[config.mk]
export PLATFORM = sky130hd
export DESIGN_NAME = coordinate_centroid_seq_flat
export DESIGN_NICKNAME = d
export VERILOG_FILES = /design/src/rtl/coordinate_centroid_seq_if.sv /design/src/rtl/coordinate_centroid_seq.sv /design/src/flat_wrapper.sv
export SDC_FILE = /design/constraint.sdc
export NUM_CORES = 1
export LEC_CHECK = 0
export CAP_MARGIN = 15
export CORE_MARGIN = 2
export CORE_UTILIZATION = 53
export DETAILED_ROUTE_END_ITERATION = 8
export PLACE_DENSITY = 0.78
export SYNTH_ARGS = -nofsm -noshare
export SYNTH_HDL_FRONTEND = slang
export SYNTH_SLANG_ARGS = --single-unit
[constraint.sdc]
create_clock -name clk -period 5.81 [get_ports clk]
set_clock_uncertainty 0.2 [all_clocks]
set_input_delay 1.743 -clock clk [delete_from_list [all_inputs] [get_ports clk]]
set_output_delay 1.743 -clock clk [all_outputs]
set_load 0.03 [all_outputs]
[src/rtl/coordinate_centroid_seq_if.sv]
// Pixel-stream input and centroid-result bundle for coordinate_centroid_seq.
// Defining COORD_BBOX_EN adds the bounding-box result fields.
interface coordinate_centroid_seq_if #(
    parameter int COOR_W = 10,
    parameter int CNT_W  = 19
);
    logic              vsync_i;
    logic              hsync_i;
    logic              data_en_i;
    logic              data_i;
    logic [COOR_W-1:0] x_coor;
    logic [COOR_W-1:0] y_coor;
    logic [CNT_W-1:0]  pix_cnt;
    logic              coor_valid_flag;
    logic              frame_done;
    logic              busy;
    logic [1:0]        o_dbg_state;
`ifdef COORD_BBOX_EN
    logic [COOR_W-1:0] x_min;
    logic [COOR_W-1:0] x_max;
    logic [COOR_W-1:0] y_min;
    logic [COOR_W-1:0] y_max;
`endif

    // No back-pressure: one pixel per clock is consumed while data_en_i=1. Result fields
    // change only on the cycle frame_done is high and hold until the next pulse; busy
    // marks the divider running.
`ifdef COORD_BBOX_EN
    modport master (
        output vsync_i, hsync_i, data_en_i, data_i,
        input  x_coor, y_coor, pix_cnt, coor_valid_flag, frame_done, busy, o_dbg_state,
        input  x_min, x_max, y_min, y_max
    );
    modport slave (
        input  vsync_i, hsync_i, data_en_i, data_i,
        output x_coor, y_coor, pix_cnt, coor_valid_flag, frame_done, busy, o_dbg_state,
        output x_min, x_max, y_min, y_max
    );
`else
    modport master (
        output vsync_i, hsync_i, data_en_i, data_i,
        input  x_coor, y_coor, pix_cnt, coor_valid_flag, frame_done, busy, o_dbg_state
    );
    modport slave (
        input  vsync_i, hsync_i, data_en_i, data_i,
        output x_coor, y_coor, pix_cnt, coor_valid_flag, frame_done, busy, o_dbg_state
    );
`endif
endinterface

[src/rtl/coordinate_centroid_seq.sv]
// Per-frame target centroid using a sequential restoring divider.
// Optional macro COORD_BBOX_EN adds per-frame bounding-box outputs.
module coordinate_centroid_seq #(
    parameter int H_ACT   = 800,
    parameter int V_ACT   = 480,
    parameter int COOR_W  = 10,
    parameter int CNT_W   = 19,
    parameter int SUM_W   = 29,
    parameter int MIN_PIX = 1500
) (
    input logic clk,
    input logic rst_n,
    coordinate_centroid_seq_if.slave bus
);
    typedef enum logic [1:0] {S_IDLE, S_SNAP, S_DIV, S_LATCH} state_t;
    localparam int BIT_W = $clog2(SUM_W + 1);
    localparam logic [COOR_W-1:0] COL_MAX = COOR_W'(H_ACT - 1);
    localparam logic [COOR_W-1:0] ROW_MAX = COOR_W'(V_ACT - 1);

    state_t            r_state;
    logic              r_vsync, r_de;
    logic [COOR_W-1:0] r_col, r_row;
    logic [CNT_W-1:0]  r_cnt, r_snap_cnt;
    logic [SUM_W-1:0]  r_xsum, r_ysum;
    logic [SUM_W-1:0]  r_xq, r_yq;       // dividend shifts out the top, quotient shifts in
    logic [CNT_W-1:0]  r_xrem, r_yrem;
    logic [BIT_W-1:0]  r_bit;
    logic [COOR_W-1:0] r_x_coor, r_y_coor;
    logic [CNT_W-1:0]  r_pix_cnt;
    logic              r_valid, r_done, r_busy;

    logic              w_frame_start, w_frame_end, w_line_end, w_hit;
    logic [SUM_W:0]    w_xsum_nx, w_ysum_nx;
    logic [CNT_W:0]    w_xtrial, w_ytrial, w_xsub, w_ysub;
    logic              w_xge, w_yge;

    assign w_frame_start = r_vsync & ~bus.vsync_i;
    assign w_frame_end   = ~r_vsync & bus.vsync_i;
    assign w_line_end    = r_de & ~bus.data_en_i;
    assign w_hit         = bus.data_en_i & bus.data_i;

    assign w_xsum_nx = {1'b0, r_xsum} + {{(SUM_W + 1 - COOR_W){1'b0}}, r_col};
    assign w_ysum_nx = {1'b0, r_ysum} + {{(SUM_W + 1 - COOR_W){1'b0}}, r_row};

    assign w_xtrial = {r_xrem, r_xq[SUM_W-1]};
    assign w_ytrial = {r_yrem, r_yq[SUM_W-1]};
    assign w_xsub   = w_xtrial - {1'b0, r_snap_cnt};
    assign w_ysub   = w_ytrial - {1'b0, r_snap_cnt};
    assign w_xge    = w_xtrial >= {1'b0, r_snap_cnt};
    assign w_yge    = w_ytrial >= {1'b0, r_snap_cnt};

`ifdef COORD_BBOX_EN
    logic [COOR_W-1:0] r_xmin, r_xmax, r_ymin, r_ymax;
    logic [COOR_W-1:0] r_sxmin, r_sxmax, r_symin, r_symax;
    logic [COOR_W-1:0] r_oxmin, r_oxmax, r_oymin, r_oymax;
`endif

    // vsync idles high between frames, so its copy resets high to avoid a false frame end.
    always_ff @(posedge clk or negedge rst_n) begin
        if (!rst_n) begin
            r_vsync <= 1'b1;
            r_de    <= 1'b0;
            r_col   <= '0;
            r_row   <= '0;
            r_cnt   <= '0;
            r_xsum  <= '0;
            r_ysum  <= '0;
`ifdef COORD_BBOX_EN
            r_xmin  <= '1;
            r_xmax  <= '0;
            r_ymin  <= '1;
            r_ymax  <= '0;
`endif
        end else begin
            r_vsync <= bus.vsync_i;
            r_de    <= bus.data_en_i;
            if (bus.data_en_i) begin
                if (r_col != COL_MAX) r_col <= r_col + 1'b1;
            end else begin
                r_col <= '0;
            end
            if (w_frame_start) begin
                r_row  <= '0;
                r_cnt  <= '0;
                r_xsum <= '0;
                r_ysum <= '0;
`ifdef COORD_BBOX_EN
                r_xmin <= '1;
                r_xmax <= '0;
                r_ymin <= '1;
                r_ymax <= '0;
`endif
            end else begin
                if (w_line_end && r_row != ROW_MAX) r_row <= r_row + 1'b1;
                if (w_hit) begin
                    if (r_cnt != '1) r_cnt <= r_cnt + 1'b1;
                    r_xsum <= w_xsum_nx[SUM_W] ? '1 : w_xsum_nx[SUM_W-1:0];
                    r_ysum <= w_ysum_nx[SUM_W] ? '1 : w_ysum_nx[SUM_W-1:0];
`ifdef COORD_BBOX_EN
                    if (r_col < r_xmin) r_xmin <= r_col;
                    if (r_col > r_xmax) r_xmax <= r_col;
                    if (r_row < r_ymin) r_ymin <= r_row;
                    if (r_row > r_ymax) r_ymax <= r_row;
`endif
                end
            end
        end
    end

    always_ff @(posedge clk or negedge rst_n) begin
        if (!rst_n) begin
            r_state    <= S_IDLE;
            r_snap_cnt <= '0;
            r_xq       <= '0;
            r_yq       <= '0;
            r_xrem     <= '0;
            r_yrem     <= '0;
            r_bit      <= '0;
            r_x_coor   <= '0;
            r_y_coor   <= '0;
            r_pix_cnt  <= '0;
            r_valid    <= 1'b0;
            r_done     <= 1'b0;
            r_busy     <= 1'b0;
`ifdef COORD_BBOX_EN
            {r_sxmin, r_sxmax, r_symin, r_symax} <= '0;
            {r_oxmin, r_oxmax, r_oymin, r_oymax} <= '0;
`endif
        end else begin
            r_done <= 1'b0;
            case (r_state)
                S_IDLE: if (w_frame_end) r_state <= S_SNAP;
                S_SNAP: begin
                    r_snap_cnt <= r_cnt;
                    r_xrem     <= '0;
                    r_yrem     <= '0;
                    r_bit      <= '0;
`ifdef COORD_BBOX_EN
                    {r_sxmin, r_sxmax, r_symin, r_symax} <= {r_xmin, r_xmax, r_ymin, r_ymax};
`endif
                    if (r_cnt == '0) begin
                        r_xq    <= '0;
                        r_yq    <= '0;
                        r_state <= S_LATCH;
                    end else begin
                        r_xq    <= r_xsum;
                        r_yq    <= r_ysum;
                        r_busy  <= 1'b1;
                        r_state <= S_DIV;
                    end
                end
                S_DIV: begin
                    r_xrem <= w_xge ? w_xsub[CNT_W-1:0] : w_xtrial[CNT_W-1:0];
                    r_yrem <= w_yge ? w_ysub[CNT_W-1:0] : w_ytrial[CNT_W-1:0];
                    r_xq   <= {r_xq[SUM_W-2:0], w_xge};
                    r_yq   <= {r_yq[SUM_W-2:0], w_yge};
                    r_bit  <= r_bit + 1'b1;
                    if (r_bit == BIT_W'(SUM_W - 1)) begin
                        r_busy  <= 1'b0;
                        r_state <= S_LATCH;
                    end
                end
                S_LATCH: begin
                    r_x_coor  <= r_xq[COOR_W-1:0];
                    r_y_coor  <= r_yq[COOR_W-1:0];
                    r_pix_cnt <= r_snap_cnt;
                    r_valid   <= r_snap_cnt >= CNT_W'(MIN_PIX);
                    r_done    <= 1'b1;
`ifdef COORD_BBOX_EN
                    if (r_snap_cnt == '0)
                        {r_oxmin, r_oxmax, r_oymin, r_oymax} <= '0;
                    else
                        {r_oxmin, r_oxmax, r_oymin, r_oymax} <= {r_sxmin, r_sxmax, r_symin, r_symax};
`endif
                    r_state <= S_IDLE;
                end
                default: r_state <= S_IDLE;
            endcase
        end
    end

    assign bus.x_coor          = r_x_coor;
    assign bus.y_coor          = r_y_coor;
    assign bus.pix_cnt         = r_pix_cnt;
    assign bus.coor_valid_flag = r_valid;
    assign bus.frame_done      = r_done;
    assign bus.busy            = r_busy;
    assign bus.o_dbg_state     = r_state;
`ifdef COORD_BBOX_EN
    assign bus.x_min = r_oxmin;
    assign bus.x_max = r_oxmax;
    assign bus.y_min = r_oymin;
    assign bus.y_max = r_oymax;
`endif
endmodule

[src/flat_wrapper.sv]
// flat-port wrapper written by rule: the top's interface ports become plain ports
module coordinate_centroid_seq_flat 
#(
    parameter int H_ACT   = 800,
    parameter int V_ACT   = 480,
    parameter int COOR_W  = 10,
    parameter int CNT_W   = 19,
    parameter int SUM_W   = 29,
    parameter int MIN_PIX = 1500
)
  (clk, rst_n, bus_vsync_i, bus_hsync_i, bus_data_en_i, bus_data_i, bus_x_coor, bus_y_coor, bus_pix_cnt, bus_coor_valid_flag, bus_frame_done, bus_busy, bus_o_dbg_state);
  coordinate_centroid_seq_if #(.COOR_W(COOR_W), .CNT_W(CNT_W)) bus_i ();
  input logic clk;
  input logic rst_n;
  input wire logic [$bits(bus_i.vsync_i)-1:0] bus_vsync_i;
  input wire logic [$bits(bus_i.hsync_i)-1:0] bus_hsync_i;
  input wire logic [$bits(bus_i.data_en_i)-1:0] bus_data_en_i;
  input wire logic [$bits(bus_i.data_i)-1:0] bus_data_i;
  output wire logic [$bits(bus_i.x_coor)-1:0] bus_x_coor;
  output wire logic [$bits(bus_i.y_coor)-1:0] bus_y_coor;
  output wire logic [$bits(bus_i.pix_cnt)-1:0] bus_pix_cnt;
  output wire logic [$bits(bus_i.coor_valid_flag)-1:0] bus_coor_valid_flag;
  output wire logic [$bits(bus_i.frame_done)-1:0] bus_frame_done;
  output wire logic [$bits(bus_i.busy)-1:0] bus_busy;
  output wire logic [$bits(bus_i.o_dbg_state)-1:0] bus_o_dbg_state;
  assign bus_i.vsync_i = bus_vsync_i;
  assign bus_i.hsync_i = bus_hsync_i;
  assign bus_i.data_en_i = bus_data_en_i;
  assign bus_i.data_i = bus_data_i;
  assign bus_x_coor = bus_i.x_coor;
  assign bus_y_coor = bus_i.y_coor;
  assign bus_pix_cnt = bus_i.pix_cnt;
  assign bus_coor_valid_flag = bus_i.coor_valid_flag;
  assign bus_frame_done = bus_i.frame_done;
  assign bus_busy = bus_i.busy;
  assign bus_o_dbg_state = bus_i.o_dbg_state;
  coordinate_centroid_seq #(.H_ACT(H_ACT), .V_ACT(V_ACT), .COOR_W(COOR_W), .CNT_W(CNT_W), .SUM_W(SUM_W), .MIN_PIX(MIN_PIX)) u_core (.clk(clk), .rst_n(rst_n), .bus(bus_i));
endmodule
==> impl_metrics.py <==
metrics = {
    "sta": {
        "slew_viol_final": 0,
        "relSlewSlack_pct": 28.6,
        "finalSetupTns_ps": 0,
        "fmax_mhz": 235,
        "setup_viol": 0,
        "rsz0062_at_grt": "no",
        "finalCriticalPeriod_ps": 4250,
        "hold_viol": 0,
        "worst_hold_slack_ps": 303,
        "fin_crit_sh_pct": 73.2,
        "setup_ws_ps": 1560,
        "worst_pin_slew_ps": 1070,
    },
    "global_routing": {
        "antenna_found_initial": 0,
        "grt_max_degree": 106,
        "grt_pass1_vias": 11683,
        "track_usage_pct": 23.7,
        "grt_pass1_wl_microns": 56900,
        "grt_overflow_total": 0,
    },
    "floorplanning": {
        "dieArea_sq_mm": 0.0291,
        "die_w_microns": 171,
        "core_area_sq_mm": 0.0271,
        "num_rows": 60,
        "initial_core_util_pct": 54.3,
        "io_pins": 50,
        "die_h_microns": 171,
    },
    "job": {
        "drv_cap": 0,
    },
    "place": {
        "numPortBuffers": 48,
        "dp.cells": 2005,
        "hpwl_microns": 22700,
        "place_ws_ps": 977,
        "gp_congestion": 0.917,
    },
    "hold_path": {
        "hp-class": "flop to flop",
        "whs_path_depth": 1,
    },
    "clock_network": {
        "cts_buffers": 30,
        "ctsLongestPathBuffers": 3,
        "clk-insertion-delay-late_ps": 550,
        "htree_levels": 1,
        "clkSinkCount": 263,
        "cts-root-buf": "clkbuf_16",
        "cts_setup_buffers": 0,
        "cts_tree": "built",
        "ctsHoldBuffers": 0,
        "ctsResizeCount": 0,
        "clk_pin_slew_ps": 60,
    },
    "final_layout": {
        "nFillCells": 2227,
        "nets": 1743,
        "diodes": 0,
        "final_cells": 2060,
        "area_growth_pct": 12.7,
        "layout-drive-gt1-share_pct": 8.00,
    },
    "logic_synthesis": {
        "ys_ff_latch": 263,
        "synth.most_common_cell": "dfrtp_1",
        "synth.distinct_cells": 74,
        "syn_inst": 1648,
        "syn_area_per_cell_sq_um": 8.93,
        "yosysTopAreaCell": "dfrtp_1",
        "ys_top_cells_by_count": "dfrtp_1 (262), nor2_1 (216), a21oi_1 (198)",
        "synth_top_area_share_pct": 44.6,
        "synth-seq-area-share_pct": 44.7,
        "synth.yosys.warnings": 0,
        "synth_area_sq_mm": 0.0147,
        "synth_edf_count": 0,
        "synth_area_leaders": "dfrtp_1 (45%), a21oi_1 (6.7%), ha_1 (5.8%)",
        "syn_nets": 1726,
        "ys.flop_type": "dfrtp_1",
        "ys_async_sr_fraction_pct": 100,
    },
    "drt": {
        "dr.first_iter.drc_count": 1074,
        "drc": 0,
        "post_drt_wl_per_cell_microns": 16.4,
        "ant_nets": 0,
        "avgViaCountPerCell": 5.79,
        "drt_wl_total_microns": 33800,
        "via_count": 11936,
        "drt-pass1-iter-count": 5,
    },
    "critical_path": {
        "required_ps": 6020,
        "slowest_delay_ps": 730,
        "crit_type": "primary input to flop",
        "worstRegToRegCells": 12,
        "critPathTopFamily": "simple AND/OR/NAND/NOR gates",
        "endpoint_kind": "flop",
        "cp-start-kind": "primary input",
        "crit_buf_inv": 1,
        "cp_max_fo": 14,
        "crit_chain": "clkdlybuf4s50_1 -> and2_1 -> o21ai_1 -> a2111oi_1 -> and2_1 -> and4_1 -> nand4_1 -> xor2_1 -> nor2_1",
        "path_depth": 9,
        "cpMaxStageDelayCell": "clkdlybuf4s50_1",
        "cpMostUsedCell": "and2_1",
        "timing.critical_path.arrival_ps": 4460,
    },
    "power": {
        "p_per_area_mw_per_mm2": 636,
        "ir_drop_mv": 0.547,
        "p_leak_uw": 0.00743,
    },
    "status": {
        "status": "finished, final reports clean",
    },
}
## kinds of logic (layout without fill, tap and decap cells)
logic type      after synthesis  count (layout)  share of synthesized area, %
xor+xnor                     86              86                          5.12
compound gates              457             457                          18.5
buf+inv                     180             220                          4.67
mux                          51              51                          3.81
flops                       263             263                          44.7
fa+ha+maj                    72              72                          6.33
simple gates                539             539                          16.8
## metrics by stage
step / cell area, sq um / total power (uW) / utilization (%)
final: 16600 / 10500 / 61.2
after global routing: 16600 / 11300 / 61.2
after CTS: 16600 / 10500 / 61.2
after detailed placement: 15500 / 8480 / 57.3
after global placement: 15500 / 8280 / 57.3
after floorplan: 14700 / 7120 / -
## registers in the layout, indices dropped and copies added, names as in the netlist, 2 cells and up
register	flops
u_core.r_row	10
u_core.r_bit	5
u_core.r_cnt	19
u_core.r_yq	29
u_core.r_yrem	19
u_core.bus.pix_cnt	19
u_core.r_xrem	19
u_core.r_xsum	29
u_core.bus.y_coor	10
u_core.r_snap_cnt	19
u_core.bus.o_dbg_state	2
u_core.bus.x_coor	10
u_core.r_col	10
u_core.r_ysum	29
u_core.r_xq	29
## power breakdown
group / switching, uW / internal [uW]
combinational: 3560 / 2350
sequential: 327 / 2320
clock: 747 / 1250
total: 4630 / 5910
## per-layer routing
metal	up-vias	GRT usage (%)	wire length (microns)
li1	5834	-	-
met1	5784	32.0	15400
met2	257	40.0	16200
met3	61	3.05	1460
met4	0	6.99	809
met5	-	0	0
## final cells by class
cell class / instances / area (sq um) / share of cell area [%]
Clock buffer: 44 / 905 / 5.45
Clock inverter: 11 / 159 / 0.958
Multi-Input combinational cell: 1205 / 7480 / 45.1
Inverter: 99 / 372 / 2.24
Tap cell: 372 / 465 / 2.81
Sequential cell: 263 / 6580 / 39.7
Timing Repair Buffer: 66 / 621 / 3.74
## cell usage in the layout, fill, tap and decap left out, types with 8 or more instances in the layout
cell type          n
a21o_1            22
nand3_1           33
clkbuf_8           8
a31oi_1           24
clkbuf_16         31
xnor2_1           45
buf_4             18
ha_1              65
xor2_1            41
a211oi_1           9
and2_1            11
nor4_1             8
inv_1             99
mux2i_1           11
clkdlybuf4s50_1   47
nand2b_1           9
a21oi_1          197
and4_1             9
nor3_1            26
nor2_1           216
nand2_1          146
and3_1            23
nand4_1           27
mux2_2            40
o22ai_1           32
dfrtp_1          262
o21a_1             8
o21ai_0           89
## worst paths after layout
path	to	slack, ps	from
worst max-delay path	u_core.r_cnt[17]	1560	bus_data_en_i
worst min-delay path	u_core.bus.pix_cnt[13]	300	u_core.bus.pix_cnt[13]
worst max register to register	u_core.r_ysum[22]	2170	u_core.r_row[0]
worst min register to register	u_core.bus.pix_cnt[13]	300	u_core.bus.pix_cnt[13]
max in group asynchronous	u_core.r_row[9]	3340	rst_n
min in group asynchronous	u_core.r_yrem[5]	990	rst_n
Power figures use the tool's default switching activity.
